**src/rtl/stack_defs.sv**
```systemverilog
`default_nettype none
//============================================================================
// Package     : stack_defs
// Description : Shared definitions for the stack sequencer. Holds the opType
//               encodings, FSM state encodings, per-operation step counts,
//               pop-capture roles and default data/PC/flag widths.
// Revision    : 1.0  initial release
//============================================================================
package stack_defs;

  localparam int DEF_DATA_W  = 16;
  localparam int DEF_PC_W    = 32;
  localparam int DEF_FLAGS_W = 3;

  typedef enum logic [2:0] {
    OP_PUSH = 3'd0,
    OP_POP  = 3'd1,
    OP_CALL = 3'd2,
    OP_RET  = 3'd3,
    OP_INT  = 3'd4,
    OP_RTI  = 3'd5
  } opType_e;

  typedef enum logic [2:0] {
    ST_IDLE      = 3'd0,
    ST_PUSH_SEQ  = 3'd1,
    ST_POP_SEQ   = 3'd2,
    ST_POP_DRAIN = 3'd3,
    ST_FINISH    = 3'd4
  } state_e;

  // Destination of a popped word inside the capture register file.
  typedef enum logic [1:0] {
    CAP_DATA  = 2'd0,
    CAP_PC_LO = 2'd1,
    CAP_PC_HI = 2'd2,
    CAP_FLAGS = 2'd3
  } capSel_e;

  localparam logic [1:0] STEPS_PUSH = 2'd1;
  localparam logic [1:0] STEPS_POP  = 2'd1;
  localparam logic [1:0] STEPS_CALL = 2'd2;
  localparam logic [1:0] STEPS_RET  = 2'd2;
  localparam logic [1:0] STEPS_INT  = 2'd3;
  localparam logic [1:0] STEPS_RTI  = 2'd3;

  function automatic logic isLegalOp(input logic [2:0] op);
    return (op <= OP_RTI);
  endfunction

  function automatic logic isPopOp(input logic [2:0] op);
    return (op == OP_POP) || (op == OP_RET) || (op == OP_RTI);
  endfunction

  function automatic logic [1:0] stepCount(input logic [2:0] op);
    logic [1:0] n;
    case (op)
      OP_PUSH: n = STEPS_PUSH;
      OP_POP:  n = STEPS_POP;
      OP_CALL: n = STEPS_CALL;
      OP_RET:  n = STEPS_RET;
      OP_INT:  n = STEPS_INT;
      default: n = STEPS_RTI;
    endcase
    return n;
  endfunction

  // Pops come off in reverse push order: flags first (RTI), then PC low,
  // then PC high.
  function automatic capSel_e popRole(input logic [2:0] op, input logic [1:0] idx);
    capSel_e role;
    role = CAP_DATA;
    if (op == OP_RET) begin
      role = (idx == 2'd0) ? CAP_PC_LO : CAP_PC_HI;
    end else if (op == OP_RTI) begin
      case (idx)
        2'd0:    role = CAP_FLAGS;
        2'd1:    role = CAP_PC_LO;
        default: role = CAP_PC_HI;
      endcase
    end
    return role;
  endfunction

endpackage
`default_nettype wire

```
**src/rtl/stack_word_asm.sv**
```systemverilog
`default_nettype none
//============================================================================
// Module      : stack_word_asm
// Description : Pop-capture register file. Latches memReadData into the
//               register selected by capSel (popped data word, PC low half,
//               PC high half or flags) and presents the reassembled values.
// Revision    : 1.0  initial release
// Ports       : clk, reset (async active-low), capEn, capSel[1:0],
//               memReadData[DATA_W] -> popData[DATA_W], pcOut[PC_W],
//               flagsOut[FLAGS_W]
//============================================================================
module stack_word_asm
  import stack_defs::*;
#(
  parameter int DATA_W  = DEF_DATA_W,
  parameter int PC_W    = DEF_PC_W,
  parameter int FLAGS_W = DEF_FLAGS_W
) (
  input  logic               clk,
  input  logic               reset,
  input  logic               capEn,
  input  logic [1:0]         capSel,
  input  logic [DATA_W-1:0]  memReadData,
  output logic [DATA_W-1:0]  popData,
  output logic [PC_W-1:0]    pcOut,
  output logic [FLAGS_W-1:0] flagsOut
);

  logic [DATA_W-1:0]  r_popData;
  logic [DATA_W-1:0]  r_pcLo;
  logic [DATA_W-1:0]  r_pcHi;
  logic [FLAGS_W-1:0] r_flags;

  always_ff @(posedge clk or negedge reset) begin
    if (!reset) begin
      r_popData <= '0;
      r_pcLo    <= '0;
      r_pcHi    <= '0;
      r_flags   <= '0;
    end else if (capEn) begin
      case (capSel)
        CAP_DATA:  r_popData <= memReadData;
        CAP_PC_LO: r_pcLo    <= memReadData;
        CAP_PC_HI: r_pcHi    <= memReadData;
        default:   r_flags   <= memReadData[FLAGS_W-1:0]; // upper bits dropped
      endcase
    end
  end

  assign popData  = r_popData;
  assign pcOut    = {r_pcHi, r_pcLo};
  assign flagsOut = r_flags;

endmodule
`default_nettype wire

```
**src/rtl/stack_seq_ctrl.sv**
```systemverilog
`default_nettype none
//============================================================================
// Module      : stack_seq_ctrl
// Description : Multi-cycle sequencer for PUSH/POP/CALL/RET/INT/RTI. Issues
//               one single-word stack operation per cycle toward the SP
//               block and data memory, reassembles popped words into
//               PC/flags/register results and stalls the front-end.
// Revision    : 1.0  initial release
// Ports       : clk, reset (async active-low), start, opType[2:0],
//               pcIn[PC_W], dataIn[DATA_W], flagsIn[FLAGS_W],
//               memReadData[DATA_W] ->
//               stackOp, pushPop, memWrite, memRead, memWriteData[DATA_W],
//               busy, stall, done, popValid, popData[DATA_W], pcLoad,
//               pcOut[PC_W], flagsLoad, flagsOut[FLAGS_W]
// Options     : STACK_GUARD_EN adds input StackOverFlow and output
//               stackFault; an overflow during any issue cycle aborts the
//               remaining steps and ends with done+stackFault.
//============================================================================
module stack_seq_ctrl
  import stack_defs::*;
#(
  parameter int DATA_W  = DEF_DATA_W,
  parameter int PC_W    = DEF_PC_W,
  parameter int FLAGS_W = DEF_FLAGS_W
) (
  input  logic               clk,
  input  logic               reset,
  input  logic               start,
  input  logic [2:0]         opType,
  input  logic [PC_W-1:0]    pcIn,
  input  logic [DATA_W-1:0]  dataIn,
  input  logic [FLAGS_W-1:0] flagsIn,
  input  logic [DATA_W-1:0]  memReadData,
`ifdef STACK_GUARD_EN
  input  logic               StackOverFlow,
  output logic               stackFault,
`endif
  output logic               stackOp,
  output logic               pushPop,
  output logic               memWrite,
  output logic               memRead,
  output logic [DATA_W-1:0]  memWriteData,
  output logic               busy,
  output logic               stall,
  output logic               done,
  output logic               popValid,
  output logic [DATA_W-1:0]  popData,
  output logic               pcLoad,
  output logic [PC_W-1:0]    pcOut,
  output logic               flagsLoad,
  output logic [FLAGS_W-1:0] flagsOut
);

  // Word pushed at step idx: PUSH carries the register value; CALL/INT push
  // PC high, PC low, then (INT only) zero-extended flags.
  function automatic logic [DATA_W-1:0] pushWord(
    input logic [2:0]         op,
    input logic [1:0]         idx,
    input logic [PC_W-1:0]    pc,
    input logic [DATA_W-1:0]  data,
    input logic [FLAGS_W-1:0] flags
  );
    logic [DATA_W-1:0] w;
    w = data;
    if (op != OP_PUSH) begin
      case (idx)
        2'd0:    w = pc[PC_W-1:DATA_W];
        2'd1:    w = pc[DATA_W-1:0];
        default: w = {{(DATA_W-FLAGS_W){1'b0}}, flags};
      endcase
    end
    return w;
  endfunction

  state_e             r_state, w_nextState;
  logic [1:0]         r_stepCnt, w_nextStep, w_stepInc;
  logic [2:0]         r_op;
  logic [PC_W-1:0]    r_pc;
  logic [FLAGS_W-1:0] r_flags;

  logic               r_stackOp, w_nextStackOp;
  logic               r_pushPop, w_nextPushPop;
  logic               r_memWrite, w_nextMemWrite;
  logic               r_memRead, w_nextMemRead;
  logic [DATA_W-1:0]  r_memWriteData, w_nextMemWriteData;
  logic               r_busy;
  logic               r_done, w_nextDone;
  logic               r_popValid, w_nextPopValid;
  logic               r_pcLoad, w_nextPcLoad;
  logic               r_flagsLoad, w_nextFlagsLoad;

  logic               w_accept;
  logic               w_lastStep;
  logic               w_capEn;
  logic [1:0]         w_capSel;
  logic               w_overflow;

`ifdef STACK_GUARD_EN
  logic r_stackFault;
  logic w_nextFault;
  assign w_overflow  = StackOverFlow;
  // Only issue cycles can fault.
  assign w_nextFault = w_overflow &&
                       ((r_state == ST_PUSH_SEQ) || (r_state == ST_POP_SEQ));
  assign stackFault  = r_stackFault;
`else
  assign w_overflow  = 1'b0;
`endif

  // FINISH accepts like IDLE so back-to-back sequences lose no cycle.
  assign w_accept   = start && isLegalOp(opType) &&
                      ((r_state == ST_IDLE) || (r_state == ST_FINISH));
  assign w_stepInc  = r_stepCnt + 2'd1;
  assign w_lastStep = (r_stepCnt == (stepCount(r_op) - 2'd1));

  // The read issued at step k lands one cycle later, so the word being
  // captured now belongs to step stepCnt-1 (stepCnt runs to N in drain).
  assign w_capSel = popRole(r_op, r_stepCnt - 2'd1);

  always_comb begin
    w_nextState        = r_state;
    w_nextStep         = r_stepCnt;
    w_nextStackOp      = 1'b0;
    w_nextPushPop      = 1'b0;
    w_nextMemWrite     = 1'b0;
    w_nextMemRead      = 1'b0;
    w_nextMemWriteData = r_memWriteData;
    w_nextDone         = 1'b0;
    w_nextPopValid     = 1'b0;
    w_nextPcLoad       = 1'b0;
    w_nextFlagsLoad    = 1'b0;
    w_capEn            = 1'b0;

    case (r_state)
      ST_IDLE, ST_FINISH: begin
        w_nextState = ST_IDLE;
        if (w_accept) begin
          // Step 0 is issued straight from the live inputs in cycle 0.
          w_nextStep    = 2'd0;
          w_nextStackOp = 1'b1;
          if (isPopOp(opType)) begin
            w_nextState   = ST_POP_SEQ;
            w_nextMemRead = 1'b1;
          end else begin
            w_nextState        = ST_PUSH_SEQ;
            w_nextPushPop      = 1'b1;
            w_nextMemWrite     = 1'b1;
            w_nextMemWriteData = pushWord(opType, 2'd0, pcIn, dataIn, flagsIn);
          end
        end
      end

      ST_PUSH_SEQ: begin
        if (w_overflow || w_lastStep) begin
          w_nextState = ST_FINISH;
          w_nextDone  = 1'b1;
        end else begin
          w_nextStep         = w_stepInc;
          w_nextStackOp      = 1'b1;
          w_nextPushPop      = 1'b1;
          w_nextMemWrite     = 1'b1;
          w_nextMemWriteData = pushWord(r_op, w_stepInc, r_pc, dataIn, r_flags);
        end
      end

      ST_POP_SEQ: begin
        w_capEn = (r_stepCnt != 2'd0);
        if (w_overflow) begin
          w_nextState = ST_FINISH;
          w_nextDone  = 1'b1;
        end else begin
          w_nextStep = w_stepInc;
          if (w_lastStep) begin
            w_nextState = ST_POP_DRAIN;
          end else begin
            w_nextStackOp = 1'b1;
            w_nextMemRead = 1'b1;
          end
        end
      end

      ST_POP_DRAIN: begin
        w_capEn         = 1'b1;
        w_nextState     = ST_FINISH;
        w_nextDone      = 1'b1;
        w_nextPopValid  = (r_op == OP_POP);
        w_nextPcLoad    = (r_op == OP_RET) || (r_op == OP_RTI);
        w_nextFlagsLoad = (r_op == OP_RTI);
      end

      default: w_nextState = ST_IDLE;
    endcase
  end

  always_ff @(posedge clk or negedge reset) begin
    if (!reset) begin
      r_state        <= ST_IDLE;
      r_stepCnt      <= '0;
      r_op           <= '0;
      r_pc           <= '0;
      r_flags        <= '0;
      r_stackOp      <= 1'b0;
      r_pushPop      <= 1'b0;
      r_memWrite     <= 1'b0;
      r_memRead      <= 1'b0;
      r_memWriteData <= '0;
      r_busy         <= 1'b0;
      r_done         <= 1'b0;
      r_popValid     <= 1'b0;
      r_pcLoad       <= 1'b0;
      r_flagsLoad    <= 1'b0;
`ifdef STACK_GUARD_EN
      r_stackFault   <= 1'b0;
`endif
    end else begin
      r_state        <= w_nextState;
      r_stepCnt      <= w_nextStep;
      r_stackOp      <= w_nextStackOp;
      r_pushPop      <= w_nextPushPop;
      r_memWrite     <= w_nextMemWrite;
      r_memRead      <= w_nextMemRead;
      r_memWriteData <= w_nextMemWriteData;
      r_busy         <= (w_nextState != ST_IDLE);
      r_done         <= w_nextDone;
      r_popValid     <= w_nextPopValid;
      r_pcLoad       <= w_nextPcLoad;
      r_flagsLoad    <= w_nextFlagsLoad;
`ifdef STACK_GUARD_EN
      r_stackFault   <= w_nextFault;
`endif
      // dataIn needs no snapshot: PUSH is a single step issued at accept.
      if (w_accept) begin
        r_op    <= opType;
        r_pc    <= pcIn;
        r_flags <= flagsIn;
      end
    end
  end

  stack_word_asm #(
    .DATA_W  (DATA_W),
    .PC_W    (PC_W),
    .FLAGS_W (FLAGS_W)
  ) u_wordAsm (
    .clk         (clk),
    .reset       (reset),
    .capEn       (w_capEn),
    .capSel      (w_capSel),
    .memReadData (memReadData),
    .popData     (popData),
    .pcOut       (pcOut),
    .flagsOut    (flagsOut)
  );

  assign stackOp      = r_stackOp;
  assign pushPop      = r_pushPop;
  assign memWrite     = r_memWrite;
  assign memRead      = r_memRead;
  assign memWriteData = r_memWriteData;
  assign busy         = r_busy;
  assign stall        = start | r_busy;
  assign done         = r_done;
  assign popValid     = r_popValid;
  assign pcLoad       = r_pcLoad;
  assign flagsLoad    = r_flagsLoad;

endmodule
`default_nettype wire

```
**config.mk**
```make
export PLATFORM = sky130hd
export DESIGN_NAME = stack_seq_ctrl
export DESIGN_NICKNAME = d
export VERILOG_FILES = /design/src/rtl/stack_defs.sv /design/src/rtl/stack_word_asm.sv /design/src/rtl/stack_seq_ctrl.sv
export SDC_FILE = /design/constraint.sdc
export NUM_CORES = 1
export LEC_CHECK = 0
export CAP_MARGIN = 20
export CORE_ASPECT_RATIO = 1.75
export CORE_MARGIN = 5
export CORE_UTILIZATION = 35
export CTS_BUF_LIST = sky130_fd_sc_hd__clkbuf_16
export DETAILED_ROUTE_END_ITERATION = 6
export PLACE_DENSITY_LB_ADDON = 0.1
export SYNTH_ARGS = -nofsm -noshare
export SYNTH_HDL_FRONTEND = slang
export SYNTH_HIERARCHICAL = 1
export SYNTH_SLANG_ARGS = --single-unit
```
**constraint.sdc**
```tcl
create_clock -name clk -period 2.9 [get_ports clk]
set_input_delay 0.58 -clock clk [delete_from_list [all_inputs] [get_ports clk]]
set_output_delay 0.58 -clock clk [all_outputs]
set_load 0.01 [all_outputs]
```
======== Word-level counts from Yosys, hierarchy flattened ========
Index checks and enable logic that the tools add are counted.
word-level totals
  output and inout bits ................... 77
  register bits ........................... 118
operators by class
  bitwise logic cells ..................... 2
  $add $sub $neg .......................... 3
  multiplexer cells ....................... 35
  equality and inequality tests ........... 19
  $lt $le $gt $ge ......................... 1
  reduce and logical (&&, ||, !) cells .... 28
operators with widths
  operator               number
  $mux W16               5
  $pmux W16 S2           2
  $eq A3 B2 Y1 const B   5
  $mux W2                7
  $pmux W3 S4            1
  $reduce_bool A3 Y1     4
  $mux W1                10
  $pmux W1 S2            5
  $eq A3 B1 Y1 const B   3
  $eq A3 B3 Y1 const B   3
  $pmux W2 S2            2
  $reduce_and A2 Y1      4
  $reduce_or A2 Y1       4
  $eq A2 B1 Y1 const B   3
  $logic_not A2 Y1       3
  $logic_not A3 Y1       2
  $mux W3                2
  $ne A2 B2 Y1 const B   3
  $pmux W2 S3            1
  $logic_or A1 B1 Y1     4
  $reduce_and A4 Y1      1
  $reduce_bool A2 Y1     2
  $sub A2 B1 Y2 const B  2
  $le A3 B3 Y1 const B   1
  8 further kinds        9

======== Longest topological paths before layout ========
  depth after elaboration ................. 9
  depth in mapped cells ................... 9

======== Hierarchy ========
The synthesis kept the hierarchy.
by module, submodules not included
  module          sequential area each (µm²)  area each (µm²)  times used  cells an instance
  stack_seq_ctrl  1,676.6                     3,369.5          1           277
  stack_word_asm  1,276.2                     1,929.4          1           109

======== Worst setup path before layout ========
Ideal clock, no wire load.
  path type ............................... reg-to-reg
  start ................................... register r_stepCnt[1]
  end ..................................... register u_wordAsm.r_pcHi[10]
  slack ................................... 0.522 ns
  cell stages (with the launch flop) ...... 10
  clock period less this slack ............ 2.378 ns
  arrival ................................. 2.254 ns
  cells stage by stage .................... dfrtp_1 inv_1 ha_1 clkbuf_1 inv_1 o22ai_1 and2_1 nand3b_2 buf_4 mux2_2
on the way
  word-level cells in the longest chain between the ends .. 7
RTL lines
  item                                                     line                                text
  start, declared                                          stack_seq_ctrl.sv:76                logic [1:0] r_stepCnt, w_nextStep, w_stepInc;
  start signal, assigned                                   stack_seq_ctrl.sv:217               r_stepCnt <= w_nextStep;
  $sub A2 B1 Y2 (*)                                        stack_seq_ctrl.sv:118               assign w_capSel = popRole(r_op, r_stepCnt - 2'd1);
  $eq A2 B1 Y1 / $logic_not A2 Y1 (equally long branches)  stack_defs.sv:76, stack_defs.sv:74
  $pmux W2 S2                                              stack_defs.sv:76                    case (idx)
  $mux W2                                                  stack_defs.sv:75                    end else if (op == OP_RTI) begin
  $mux W2 (*)                                              stack_defs.sv:73                    if (op == OP_RET) begin
  net w_capSel[0]                                          stack_seq_ctrl.sv:95                logic [1:0] w_capSel;
  $eq A2 B2 Y1 (*)                                         stack_word_asm.sv:41                case (capSel)
  $reduce_and A2 Y1 (no line) (*)                          --
  end signal, assigned                                     stack_word_asm.sv:44                CAP_PC_HI: r_pcHi <= memReadData;
  end, declared                                            stack_word_asm.sv:31                logic [DATA_W-1:0] r_pcHi;
Mark *: on every way through the listed nets, which the timed path passes. The rest lies on a longest branch.
A chain may end at the register's enable or synchronous reset.

======== Worst setup path after layout ========
  start ................................... input start
  end ..................................... output stall
on the way
  word-level cells in the longest chain between the ends .. 1
RTL lines
  item             line                   text
  start, declared  stack_seq_ctrl.sv:28   input logic start,
  $or A1 B1 Y1     stack_seq_ctrl.sv:261  assign stall = start | r_busy;
  end, declared    stack_seq_ctrl.sv:44   output logic stall,
Every way passes these cells.

==> out/results.txt <==
Die W -> 103 um
Period minus WS final -> 2390 ps
Grt ovf -> 0
Placed cells -> 706
Total setup buffers inserted after CTS -> 0
Critical path's top delay family -> buffers and inverters
I/O Buffers -> 149
Fin nets -> 620
Crit start category -> input pin
CP Capture Type -> primary output
Cell Area, Synth -> 5300 sq um
Final max-slew violation count -> 0
First-pass GRT wire length -> 21.5 mm
CP Buf/Inv Count -> 2
Tightest Hold Check Type -> input pin to asynchronous set/reset pin
Finish-stage setup viols -> 0
Fraction of layout cells with a size suffix above 1 -> 0.271
Async S/R FF share, synth -> 1.00
CTS sink cnt -> 118
Initial antenna violation count -> 0
Post-route ant nets -> 0
RSZ-0062 raised after global routing -> false
Post-synth top cells -> dfrtp_1 (118), mux2_2 (96), a22oi_1 (29)
Main synth FF type -> dfrtp_1
First-pass DRT Iterations -> 4
Wire length per cell -> 18.4 um
Most frequent cell after synthesis -> dfrtp_1
Post-detail-place hpwl -> 9.91 mm
Via density -> 5.10
Syn Nets -> 464
CTS root buffer -> clkbuf_16
PnR Total Power -> 8800 uW
N_diodes -> 0
PwrDens -> 1160 nW/um^2
Final hold viol count -> 0
Yosys cell types -> 38
Worst-Margin Slew -> 982 ps
Ports -> 150
Die Y-Extent -> 173 um
Vias in the first global route -> 4,045
CTS Buffer Depth -> 2
Worst slack, placed -> 457 ps
FILL cells -> 1,319
Crit path kind -> input pin to primary output
Die ar. -> 17,800 sq um
Site Rows -> 59
Top cells by area, synth -> dfrtp_1 (56%), mux2_2 (20%), a22oi_1 (4.1%), mux2i_1 (3.4%), a21oi_1 (1.8%)
Max Cap Violations -> 0
Synth area leader -> dfrtp_1
Synth warnings -> 6
Average size of a mapped cell -> 13.7 sq um
Post-cts resize count -> 0
1st-iter DRT viols -> 70
CP max FO -> 3
CP dominant cell by count -> clkdlybuf4s50_1
Slowest library cell on the worst path -> clkdlybuf4s50_1
Fin cells -> 736
Largest net degree at the start of global routing -> 44
CP required -> 2320 ps
Max_slew headroom -> 0.346
Clock buffer count from CTS -> 17
Via count -> 3,756
Yosys reg bits -> 118
GRT Util Overall -> 0.156
Drt drc -> 0
Final setup margin -> 510 ps
CTS tree -> built
Slowest cell delay on critical path -> 480 ps
Hold buffers post-CTS -> 0
Skew final -> 13.8 ps
Area fraction of the dominant cell type after synthesis -> 0.557
Core area -> 14,900 sq um
Highest Clock Rate -> 0.418 GHz
Status -> finished clean
Synth-to-Final Area Change -> 43.0%
Routed Wire Length -> 13.5 mm
WP data arrival -> 1810 ps
GPL Wtd Cong -> 0.745
Starting Density -> 0.355
VDD IR max -> 0.485 mV
CTS clock-pin slew for the worst setup and hold paths -> 60 ps
Post-synth EDFFs -> 0
Cell Chain, Critical Path -> clkdlybuf4s50_1 > or2_2 > clkdlybuf4s50_1
Cell leakage power -> 0.00314 uW
Tcrit/Tclk final -> 0.824
Register area share after synthesis -> 0.557
Setup TNS -> 0 ps
Htree depth -> 4
Post-Syn Instances -> 386
Worst-skew pair later-pin latency -> 410 ps
-- registers in the layout, summed over array words and instances (netlist names), 2 cells and up --
register and flops:
r_pc 32, u_wordAsm/flagsOut 3, u_wordAsm/r_pcHi 16, r_state 3, u_wordAsm/popData 16, u_wordAsm/r_pcLo 16, r_stepCnt 2, r_op 3
memWriteData 16, r_flags 3
-- power breakdown --
group	total [uW]	internal, uW	switching [uW]
logic	3840	2230	1610
registers	2980	2470	502
clock network	1980	1250	738
total	8800	5950	2850
-- stage by stage --
| stage | instance area, sq um | hold slack, ps | utilization |
|---|---|---|---|
| global route | 7570 | 211 | 0.508 |
| detailed placement | 7020 | 474 | 0.470 |
| finish | 7570 | 181 | 0.508 |
| CTS | 7570 | 193 | 0.508 |
| floorplan | 5300 | 284 | - |
| global placement | 7020 | 481 | 0.470 |
-- cell type report --
class / count / area [sq um] / share of cell area
multi-input cells: 237 / 2190 / 0.290
inverters: 8 / 30.0 / 0.00396
clock inverters: 13 / 134 / 0.0177
flip-flops and latches: 118 / 2950 / 0.390
clock buffers: 17 / 425 / 0.0562
well taps: 183 / 229 / 0.0302
repair buffers: 160 / 1610 / 0.212
-- final timing paths --
kind / startpoint / to / slack, ps / cells past startpoint
min in group clk: memWriteData[1] / memWriteData[1] / 500 / 1
worst min-delay path: reset / u_wordAsm/r_pcLo[5] / 180 / 1
worst max register to register: r_stepCnt[1] / u_wordAsm/r_pcLo[9] / 520 / 7
max in group asynchronous: reset / memWriteData[5] / 2040 / 2
worst max-delay path: start / stall / 510 / 3
worst min register to register: memWriteData[1] / memWriteData[1] / 500 / 1
-- cells by family after synthesis --
family,share of synthesized area
adder cells (fa/ha/maj),0.0118
multiplexers,0.258
XOR/XNOR,0.00165
buffers and inverters,0.0319
AO/OA/AOI/OAI,0.0850
AND/OR/NAND/NOR,0.0545
flip-flops,0.557
-- worst reg2reg max path, stage by stage (launching register included) --
cell and delay, ps:
dfrtp_1 490, inv_1 130, ha_1 310, inv_1 60, o22ai_1 150, and2_1 250
nand3b_2 440, mux2_2 460
-- metal layers --
metal  GRT usage  part of all wire  vias to the layer above
met3      0.0419             0.058                       15
met5           0                 0                        -
li1            -                 -                     1736
met1       0.176              0.38                     1885
met2       0.275              0.54                      120
met4      0.0556             0.018                        0
-- placed cells by master (no fill, tap or decap), types with 5 or more instances in the layout --
master and instances:
a21oi_1 19, a22oi_1 29, buf_4 9, clkbuf_16 17
clkdlybuf4s50_1 148, clkinvlp_4 5, dfrtp_1 118, ha_1 5
inv_1 8, mux2_2 96, mux2i_1 18, nand2_1 7
or3_1 13
Power figures use the tool's default switching activity.
